--- src/rtl/fetch_pkg.sv ---
// Shared types and constants for the instruction fetch stage.
package fetch_pkg;

    localparam int DATA_W_DEF   = 32;
    localparam int ADDR_W_DEF   = 32;
    localparam int IMEM_LATENCY = 1;

    typedef struct packed {
        logic [ADDR_W_DEF-1:0] addr;
        logic [DATA_W_DEF-1:0] data;
    } fetch_entry_t;

endpackage

--- src/rtl/instr_fetch_buffer_if.sv ---
// PC, instruction-memory and decoder-side signals of the fetch buffer.
interface instr_fetch_buffer_if #(
    parameter int DATA_W  = 32,
    parameter int ADDR_W  = 32,
    parameter int IMEM_AW = 8,
    parameter int DEPTH   = 4
);
    localparam int CW = $clog2(DEPTH) + 1;

    logic [ADDR_W-1:0]  pc_addr;
    logic               pc_valid;
    logic               pc_enable;
    logic               imem_en;
    logic [IMEM_AW-1:0] imem_addr;
    logic [DATA_W-1:0]  imem_rdata;
    logic               flush;
    logic               instr_valid;
    logic [DATA_W-1:0]  instr_data;
    logic [ADDR_W-1:0]  instr_addr;
    logic               instr_ready;
    logic [CW-1:0]      occupancy;

    modport slave (
        input  pc_addr, pc_valid, imem_rdata, flush, instr_ready,
        output pc_enable, imem_en, imem_addr, instr_valid, instr_data, instr_addr, occupancy
    );

    modport master (
        output pc_addr, pc_valid, imem_rdata, flush, instr_ready,
        input  pc_enable, imem_en, imem_addr, instr_valid, instr_data, instr_addr, occupancy
    );

endinterface

--- src/rtl/fetch_fifo.sv ---
// Synchronous first-word-fall-through FIFO of fetch entries; clear drops all contents.
module fetch_fifo
    import fetch_pkg::*;
#(
    parameter int  DEPTH   = 4,
    parameter type entry_t = fetch_entry_t,
    localparam int PW      = $clog2(DEPTH),
    localparam int CW      = PW + 1
) (
    input  logic          clk,
    input  logic          rst,
    input  logic          push,
    input  logic          pop,
    input  logic          clear,
    input  entry_t        wdata,
    output logic [CW-1:0] count,
    output entry_t        head
);
    entry_t        mem [DEPTH];
    logic [PW-1:0] rd_ptr;
    logic [PW-1:0] wr_ptr;
    logic          do_pop;

    assign do_pop = pop && (count != '0);

    always_ff @(posedge clk) begin
        if (rst) begin
            rd_ptr <= '0;
            wr_ptr <= '0;
            count  <= '0;
        end else if (clear) begin
            rd_ptr <= wr_ptr;
            count  <= '0;
        end else begin
            if (push)   wr_ptr <= wr_ptr + PW'(1);
            if (do_pop) rd_ptr <= rd_ptr + PW'(1);
            case ({push, do_pop})
                2'b10:   count <= count + CW'(1);
                2'b01:   count <= count - CW'(1);
                default: count <= count;
            endcase
        end
    end

    always_ff @(posedge clk) begin
        if (push && !rst && !clear) mem[wr_ptr] <= wdata;
    end

    // Empty presents zeros so nothing stale leaks out after reset or flush.
    assign head = (count != '0) ? mem[rd_ptr] : '0;

endmodule

--- src/rtl/instr_fetch_buffer.sv ---
// Fetch stage: issues PC reads to a 1-cycle imem, buffers {addr, instr} for the decoder.
module instr_fetch_buffer
    import fetch_pkg::*;
#(
    parameter int DATA_W  = DATA_W_DEF,
    parameter int ADDR_W  = ADDR_W_DEF,
    parameter int IMEM_AW = 8,
    parameter int DEPTH   = 4
) (
    input logic                 clk,
    input logic                 rst,
    instr_fetch_buffer_if.slave bus
);
    localparam int CW = $clog2(DEPTH) + 1;
    localparam logic [CW:0] DEPTH_LIM = DEPTH[CW:0];

    typedef struct packed {
        logic [ADDR_W-1:0] addr;
        logic [DATA_W-1:0] data;
    } entry_t;

    generate
        if (IMEM_LATENCY != 1) begin : g_lat_chk
            $error("instr_fetch_buffer requires a 1-cycle instruction memory");
        end
        if (DEPTH < 2 || (DEPTH & (DEPTH - 1)) != 0) begin : g_depth_chk
            $error("instr_fetch_buffer DEPTH must be a power of two >= 2");
        end
    endgenerate

    logic              inflight;
    logic [ADDR_W-1:0] resp_addr;
    logic [CW-1:0]     count;
    logic              req;
    logic              push;
    entry_t            wr_entry;
    entry_t            head;

    // The outstanding read is budgeted, so its returning word always has a slot.
    assign bus.pc_enable = !rst && !bus.flush &&
                           (({1'b0, count} + {{CW{1'b0}}, inflight}) < DEPTH_LIM);

    assign req           = bus.pc_enable && bus.pc_valid;
    assign bus.imem_en   = req;
    assign bus.imem_addr = bus.pc_addr[IMEM_AW-1:0];

    assign push     = inflight && !bus.flush && !rst;
    assign wr_entry = '{addr: resp_addr, data: bus.imem_rdata};

    always_ff @(posedge clk) begin
        if (rst) begin
            inflight  <= 1'b0;
            resp_addr <= '0;
        end else begin
            inflight <= req;
            if (req) resp_addr <= bus.pc_addr;
        end
    end

    fetch_fifo #(
        .DEPTH   (DEPTH),
        .entry_t (entry_t)
    ) u_fifo (
        .clk   (clk),
        .rst   (rst),
        .push  (push),
        .pop   (bus.instr_ready),
        .clear (bus.flush),
        .wdata (wr_entry),
        .count (count),
        .head  (head)
    );

    assign bus.instr_valid = (count != '0);
    assign bus.instr_data  = head.data;
    assign bus.instr_addr  = head.addr;
    assign bus.occupancy   = count;

endmodule

--- src/flat_wrapper.sv ---
// flat-port wrapper written by rule: the top's interface ports become plain ports
module instr_fetch_buffer_flat import fetch_pkg::*;
#(
    parameter int DATA_W  = DATA_W_DEF,
    parameter int ADDR_W  = ADDR_W_DEF,
    parameter int IMEM_AW = 8,
    parameter int DEPTH   = 4
)
  (clk, rst, bus_pc_addr, bus_pc_valid, bus_imem_rdata, bus_flush, bus_instr_ready, bus_pc_enable, bus_imem_en, bus_imem_addr, bus_instr_valid, bus_instr_data, bus_instr_addr, bus_occupancy);
  instr_fetch_buffer_if #(.DATA_W(DATA_W), .ADDR_W(ADDR_W), .IMEM_AW(IMEM_AW), .DEPTH(DEPTH)) bus_i ();
  input logic clk;
  input logic rst;
  input wire logic [$bits(bus_i.pc_addr)-1:0] bus_pc_addr;
  input wire logic [$bits(bus_i.pc_valid)-1:0] bus_pc_valid;
  input wire logic [$bits(bus_i.imem_rdata)-1:0] bus_imem_rdata;
  input wire logic [$bits(bus_i.flush)-1:0] bus_flush;
  input wire logic [$bits(bus_i.instr_ready)-1:0] bus_instr_ready;
  output wire logic [$bits(bus_i.pc_enable)-1:0] bus_pc_enable;
  output wire logic [$bits(bus_i.imem_en)-1:0] bus_imem_en;
  output wire logic [$bits(bus_i.imem_addr)-1:0] bus_imem_addr;
  output wire logic [$bits(bus_i.instr_valid)-1:0] bus_instr_valid;
  output wire logic [$bits(bus_i.instr_data)-1:0] bus_instr_data;
  output wire logic [$bits(bus_i.instr_addr)-1:0] bus_instr_addr;
  output wire logic [$bits(bus_i.occupancy)-1:0] bus_occupancy;
  assign bus_i.pc_addr = bus_pc_addr;
  assign bus_i.pc_valid = bus_pc_valid;
  assign bus_i.imem_rdata = bus_imem_rdata;
  assign bus_i.flush = bus_flush;
  assign bus_i.instr_ready = bus_instr_ready;
  assign bus_pc_enable = bus_i.pc_enable;
  assign bus_imem_en = bus_i.imem_en;
  assign bus_imem_addr = bus_i.imem_addr;
  assign bus_instr_valid = bus_i.instr_valid;
  assign bus_instr_data = bus_i.instr_data;
  assign bus_instr_addr = bus_i.instr_addr;
  assign bus_occupancy = bus_i.occupancy;
  instr_fetch_buffer #(.DATA_W(DATA_W), .ADDR_W(ADDR_W), .IMEM_AW(IMEM_AW), .DEPTH(DEPTH)) u_core (.clk(clk), .rst(rst), .bus(bus_i));
endmodule
--- config.mk ---
export PLATFORM = sky130hd
export DESIGN_NAME = instr_fetch_buffer_flat
export DESIGN_NICKNAME = d
export VERILOG_FILES = /design/src/rtl/fetch_pkg.sv /design/src/rtl/instr_fetch_buffer_if.sv /design/src/rtl/fetch_fifo.sv /design/src/rtl/instr_fetch_buffer.sv /design/src/flat_wrapper.sv
export SDC_FILE = /design/constraint.sdc
export NUM_CORES = 1
export LEC_CHECK = 0
export BUFFER_PORTS_ARGS = -buffer_cell sky130_fd_sc_hd__buf_2
export CAP_MARGIN = 15
export CORE_MARGIN = 4
export CORE_UTILIZATION = 62
export DETAILED_ROUTE_END_ITERATION = 10
export GPL_ROUTABILITY_DRIVEN = 0
export HOLD_SLACK_MARGIN = 0.15
export PLACE_DENSITY = 0.85
export SETUP_SLACK_MARGIN = 0.02
export SKIP_CTS_REPAIR_TIMING = 1
export SYNTH_ARGS = -nofsm -noshare
export SYNTH_HDL_FRONTEND = slang
export SYNTH_SLANG_ARGS = --single-unit
export TNS_END_PERCENT = 30
--- constraint.sdc ---
create_clock -name clk -period 5 [get_ports clk]
set_input_delay 1 -clock clk [delete_from_list [all_inputs] [get_ports clk]]
set_output_delay 1 -clock clk [all_outputs]
set_load 0.05 [all_outputs]
# Word level (Yosys, flattened, before mapping)
# Memories as Yosys holds them, arrays and structs flattened. A register that Yosys moved wholly into a read port is not among the register bits.
# Cells that the tools add are included.
# Widths: inputs -> output; s select.
# word_totals
regBits	40
mem_bits_rw	256
input_bits	69
out_inout_bits	78
elab_cells	38
n_memories	1
# memory_table
name	depth	width	read_ports	rd_ports_with_merged_regs	write_ports	line_no	rtl
u_core.u_fifo.mem	4	64	1	1	1	fetch_fifo.sv:19	entry_t mem [DEPTH];
# op_classes
add_sub_neg	5
magnitude_cmp	1
eq_ne	2
n_mux	8
n_bitwise	1
reduce_logical	15
# op_table
operator	n
$mux 64	1
$logic_and 1x1->1	8
$mux 2	4
$pmux 3 s2	1
$add 2x1->2 const B	2
$add 3x1->4	1
$lt 4x3->1 const B	1
$reduce_bool 2->1	2
$add 3x1->3 const B	1
$reduce_bool 3->1	1
$sub 3x1->3 const B	1
$eq 2x1->1 const B	1
$eq 2x2->1 const B	1
$logic_not 1->1	2
$mux 1	2
$reduce_and 2->1	1
$reduce_or 2->1	1
$not 1->1	1

# Logic depth before layout (Yosys ltp)
# logic_depth
ltp_word	7
mapped_depth	9
ltp_nobuf	8

# Modules after synthesis
# Synthesis repeated with hierarchy kept, for this count alone.
# unflattened
hier_cells	623
area_unflattened_um2	11543.6
# modules_own_cells
mod	instances	cells_per_inst	area_per_inst_um2	seq_area_each_um2
fetch_fifo	1	459	10153.5	7867.5
instr_fetch_buffer	1	164	1390.1	660.6

# Worst setup path after synthesis
# Ideal clock, no wire load.
# synth_path
path_kind	input-to-output
from	input rst
to	output bus_pc_enable
arrival_ns	2.861
required_ns	4.000
slack_ns	1.139
cell_stages	3
path_buffers	2
cell_sequence	buf_2 buf_1 nor4_1
# synth_between
elab_chain_cells	3
# synth_lines
item	line_no	rtl
start, declared	flat_wrapper.sv:12	input logic rst;
$logic_not 1->1	instr_fetch_buffer.sv:40	assign bus.pc_enable = !rst && !bus.flush &&
$logic_and 1x1->1 (2 in series)	instr_fetch_buffer.sv:40	
end, declared	flat_wrapper.sv:18	output wire logic [$bits(bus_i.pc_enable)-1:0] bus_pc_enable;
# Every way passes these cells.

==> summary.txt <==
Run status
  • Status: finished clean

Global routing
  • Remaining Overflow, GRT: 0
  • First-pass GRT wire length: 33.7 mm
  • Largest net degree at the start of global routing: 66
  • GRT busiest layer: met2
  • Met2 usage: 36.2%
  • Grt met3 use: 3.74%
  • Met1 Use GR: 28.8%
  • Initial antenna violation count: 0
  • GRT Util Overall: 21.1%
  • Vias in the first global route: 6360

Synth
  • Mapped Area: 11500 um^2
  • Synth top cells by count: 256 x edfxtp_1, 68 x and2_1, 64 x mux4_2
  • Largest area contributor in the netlist: edfxtp_1
  • Syn Nets: 694
  • Top_reg_cell synth: edfxtp_1
  • Number of distinct library cells after synthesis: 33
  • Cells after Synth: 619
  • Async set or reset register ratio after synthesis: 0%
  • Register area share after synthesis: 74.3%
  • Synth area leaders: edfxtp_1 67%, mux4_2 13%, dfxtp_1 7.3%
  • Mapped Avg Cell Area: 18.5 um^2
  • Syn. warnings: 0
  • EDFF count, synth: 256
  • Post-synth top area share: 67.0%
  • Synth Register Bits: 298
  • Count leader, synth: edfxtp_1

Clock network
  • Clock root buffer: clkbuf_16
  • Clk Latency, worst-skew pair: 0.53 ns
  • Clock buffer count from CTS: 29
  • Clock sink total: 298
  • H-Tree Depth: 1
  • Clock transition at path regs: 0.06 ns
  • CTS tree: yes
  • Longest Clk Path Bufs: 3

Timing
  • Worst-margin pin slew: 1.06 ns
  • Fmax: 278 MHz
  • Final worst-path cycle share: 71.9%
  • Unrepaired setup endpoints after global routing: no
  • Min cycle time layout: 3.59 ns
  • Final Skew: 0.0174 ns
  • Setup TNS: 0 ns
  • Pins over their slew limit: 0
  • Relative slew slack: 29.6%
  • Worst setup margin: 1.41 ns
  • Final Hold Vio Count: 0
  • # setup viols final: 0
  • Hold_ws: 0.502 ns

Placed design
  • IO Port Bufs: 146
  • Worst slack, placed: 1.56 ns
  • Post-DP HPWL: 12.4 mm
  • Placed inst area: 12300 um^2
  • Placed insts: 949

Power
  • Register share of total power: 52.6%
  • Final Total Pwr: 5.19 mW
  • Leak: 4.63 nW
  • Sw Share: 19.0%
  • Combinational group share of total power: 3.4%
  • Maximum vdd ir drop: 495 uV
  • P_sw: 0.988 mW
  • P per Cell Area: 390 nW/um^2
  • Clk pwr share: 43.9%
  • Pint: 4.20 mW

Detailed routing
  • Pre-antenna DRT Iters: 5
  • Via count: 5941
  • DRC: 0
  • Avg WL per Cell: 21.6 um
  • Mean number of vias per cell: 5.92
  • Starting DRT DRC Count: 370
  • Antenna viol nets, final: 0
  • Total Wirelength: 21.6 mm

Floorplan
  • DIE AREA: 20800 um^2
  • Core ar.: 18100 um^2
  • Initial Utilization: 63.5%
  • Io pins: 147
  • Die H: 144 um
  • Die X: 144 um
  • # rows: 49

Worst setup path
  • Worst path depth: 4
  • Req. time, crit path: 4.00 ns
  • Crit end category: output port
  • CP Buf/Inv Count: 2
  • Crit Reg-Reg Endpoint: u_core.u_fifo.count[2]
  • R2r setup slk: 2.71 ns
  • Delay of the slowest cell on the worst path: 0.71 ns
  • Crit path to: bus_instr_data[3]
  • FF-to-FF Start: u_core.u_fifo.count[2]
  • R2R cell count: 8
  • Top fanout value on the critical path: 40
  • Cell Chain, Critical Path: buf_12, mux4_2, and2_1, buf_2
  • Critical path's top delay family: flip-flops
  • CP startpoint kind: flip-flop
  • CP Class: flip-flop to output port
  • CP Data Arrival Time: 2.59 ns
  • Critical path's slowest cell: dfxtp_4

Layout
  • Diode count: 0
  • FILL cells: 1057
  • Share of cells above drive strength 1: 35.3%
  • Non-Filler Instances: 1003
  • Area Growth Syn to Fin: 16.1%
  • Final core utilization: 73.7%
  • Final instance area: 13300 um^2
  • Final nets: 827

Hold path
  • HP Class: flip-flop to flip-flop

Job
  • Max_cap viols: 0
## layout by cell type, fill, tap and decap left out, types with 4 or more instances in the layout
cell type,synthesis,final
a21oi_1,35,35
and2_1,68,64
and2_4,0,4
buf_2,14,146
bufinv_16,0,5
clkbuf_1,12,7
clkbuf_16,0,30
clkbuf_8,0,4
dfxtp_1,42,40
edfxtp_1,256,256
ha_1,5,5
inv_1,7,7
mux4_2,64,64
nand3_1,33,33
nor2_1,5,5
o21ai_0,5,5
o21ai_1,25,25
## worst reg2reg max path, cell delays in order, from the launching register on
cell	delay, ns
dfxtp_1	0.54
o31ai_1	0.20
inv_1	0.09
ha_1	0.19
inv_1	0.06
fa_1	0.39
xor2_1	0.17
or3_2	0.42
a21boi_0	0.17
## how the worst min path moves through the flow
stage / from / endpoint / slack [ns] / depth (start not counted)
4_1_cts: u_core.resp_addr[17] / u_core.u_fifo.mem[3][49] / 0.50 / 0
5_1_grt: u_core.resp_addr[5] / u_core.u_fifo.mem[2][37] / 0.52 / 0
2_1_floorplan: u_core.resp_addr[4] / u_core.u_fifo.mem[0][36] / 0.45 / 0
3_3_place_gp: u_core.resp_addr[5] / u_core.u_fifo.mem[2][37] / 0.47 / 0
3_5_place_dp: u_core.resp_addr[6] / u_core.u_fifo.mem[0][38] / 0.48 / 0
6_report: u_core.resp_addr[5] / u_core.u_fifo.mem[1][37] / 0.50 / 0
## kinds of logic (layout without fill, tap and decap cells)
| group | after synthesis | in the layout | share of synthesized area, % |
|---|---|---|---|
| flip-flops | 298 | 298 | 74.3 |
| AND/OR/NAND/NOR | 116 | 116 | 6.07 |
| AO/OA/AOI/OAI | 74 | 74 | 3.47 |
| multiplexers | 64 | 64 | 12.6 |
| buffers and inverters | 56 | 211 | 2.52 |
| adder cells (fa/ha/maj) | 6 | 6 | 0.719 |
| XOR/XNOR | 5 | 5 | 0.382 |
## cell type report
cell class                      instances  area, um^2  area share [%]
Clock buffer                           41         832            6.24
Clock inverter                         12         193            1.45
Inverter                                7        26.3           0.197
Multi-Input combinational cell        265        2670            20.0
Sequential cell                       298        8540            64.0
Tap cell                              229         287            2.15
Timing Repair Buffer                  151         785            5.89
## registers in the layout (all words and copies together) (netlist names), named ones only
name / count
u_core.u_fifo.wr_ptr: 2
u_core.u_fifo.count: 3
u_core.resp_addr: 32
u_core.u_fifo.rd_ptr: 2
u_core.inflight: 1
u_core.u_fifo.mem: 256
## per-layer routing
metal	up-vias	wire, um	part of all wire, %
met1	2969	8700	40
met4	0	324	1.5
li1	2694	-	-
met2	252	10900	51
met5	-	0	0
met3	26	1670	7.7
## power by group through the flow
stage	Sequential [mW]	Clock, mW	Combinational [mW]
after detailed placement	2.79	0	0.179
final	2.73	2.28	0.179
after CTS	2.73	2.31	0.180
after floorplan	2.77	0	0.137
after global routing	2.74	2.42	0.194
after global placement	2.79	0	0.173
(Power assumes the default switching activity.)
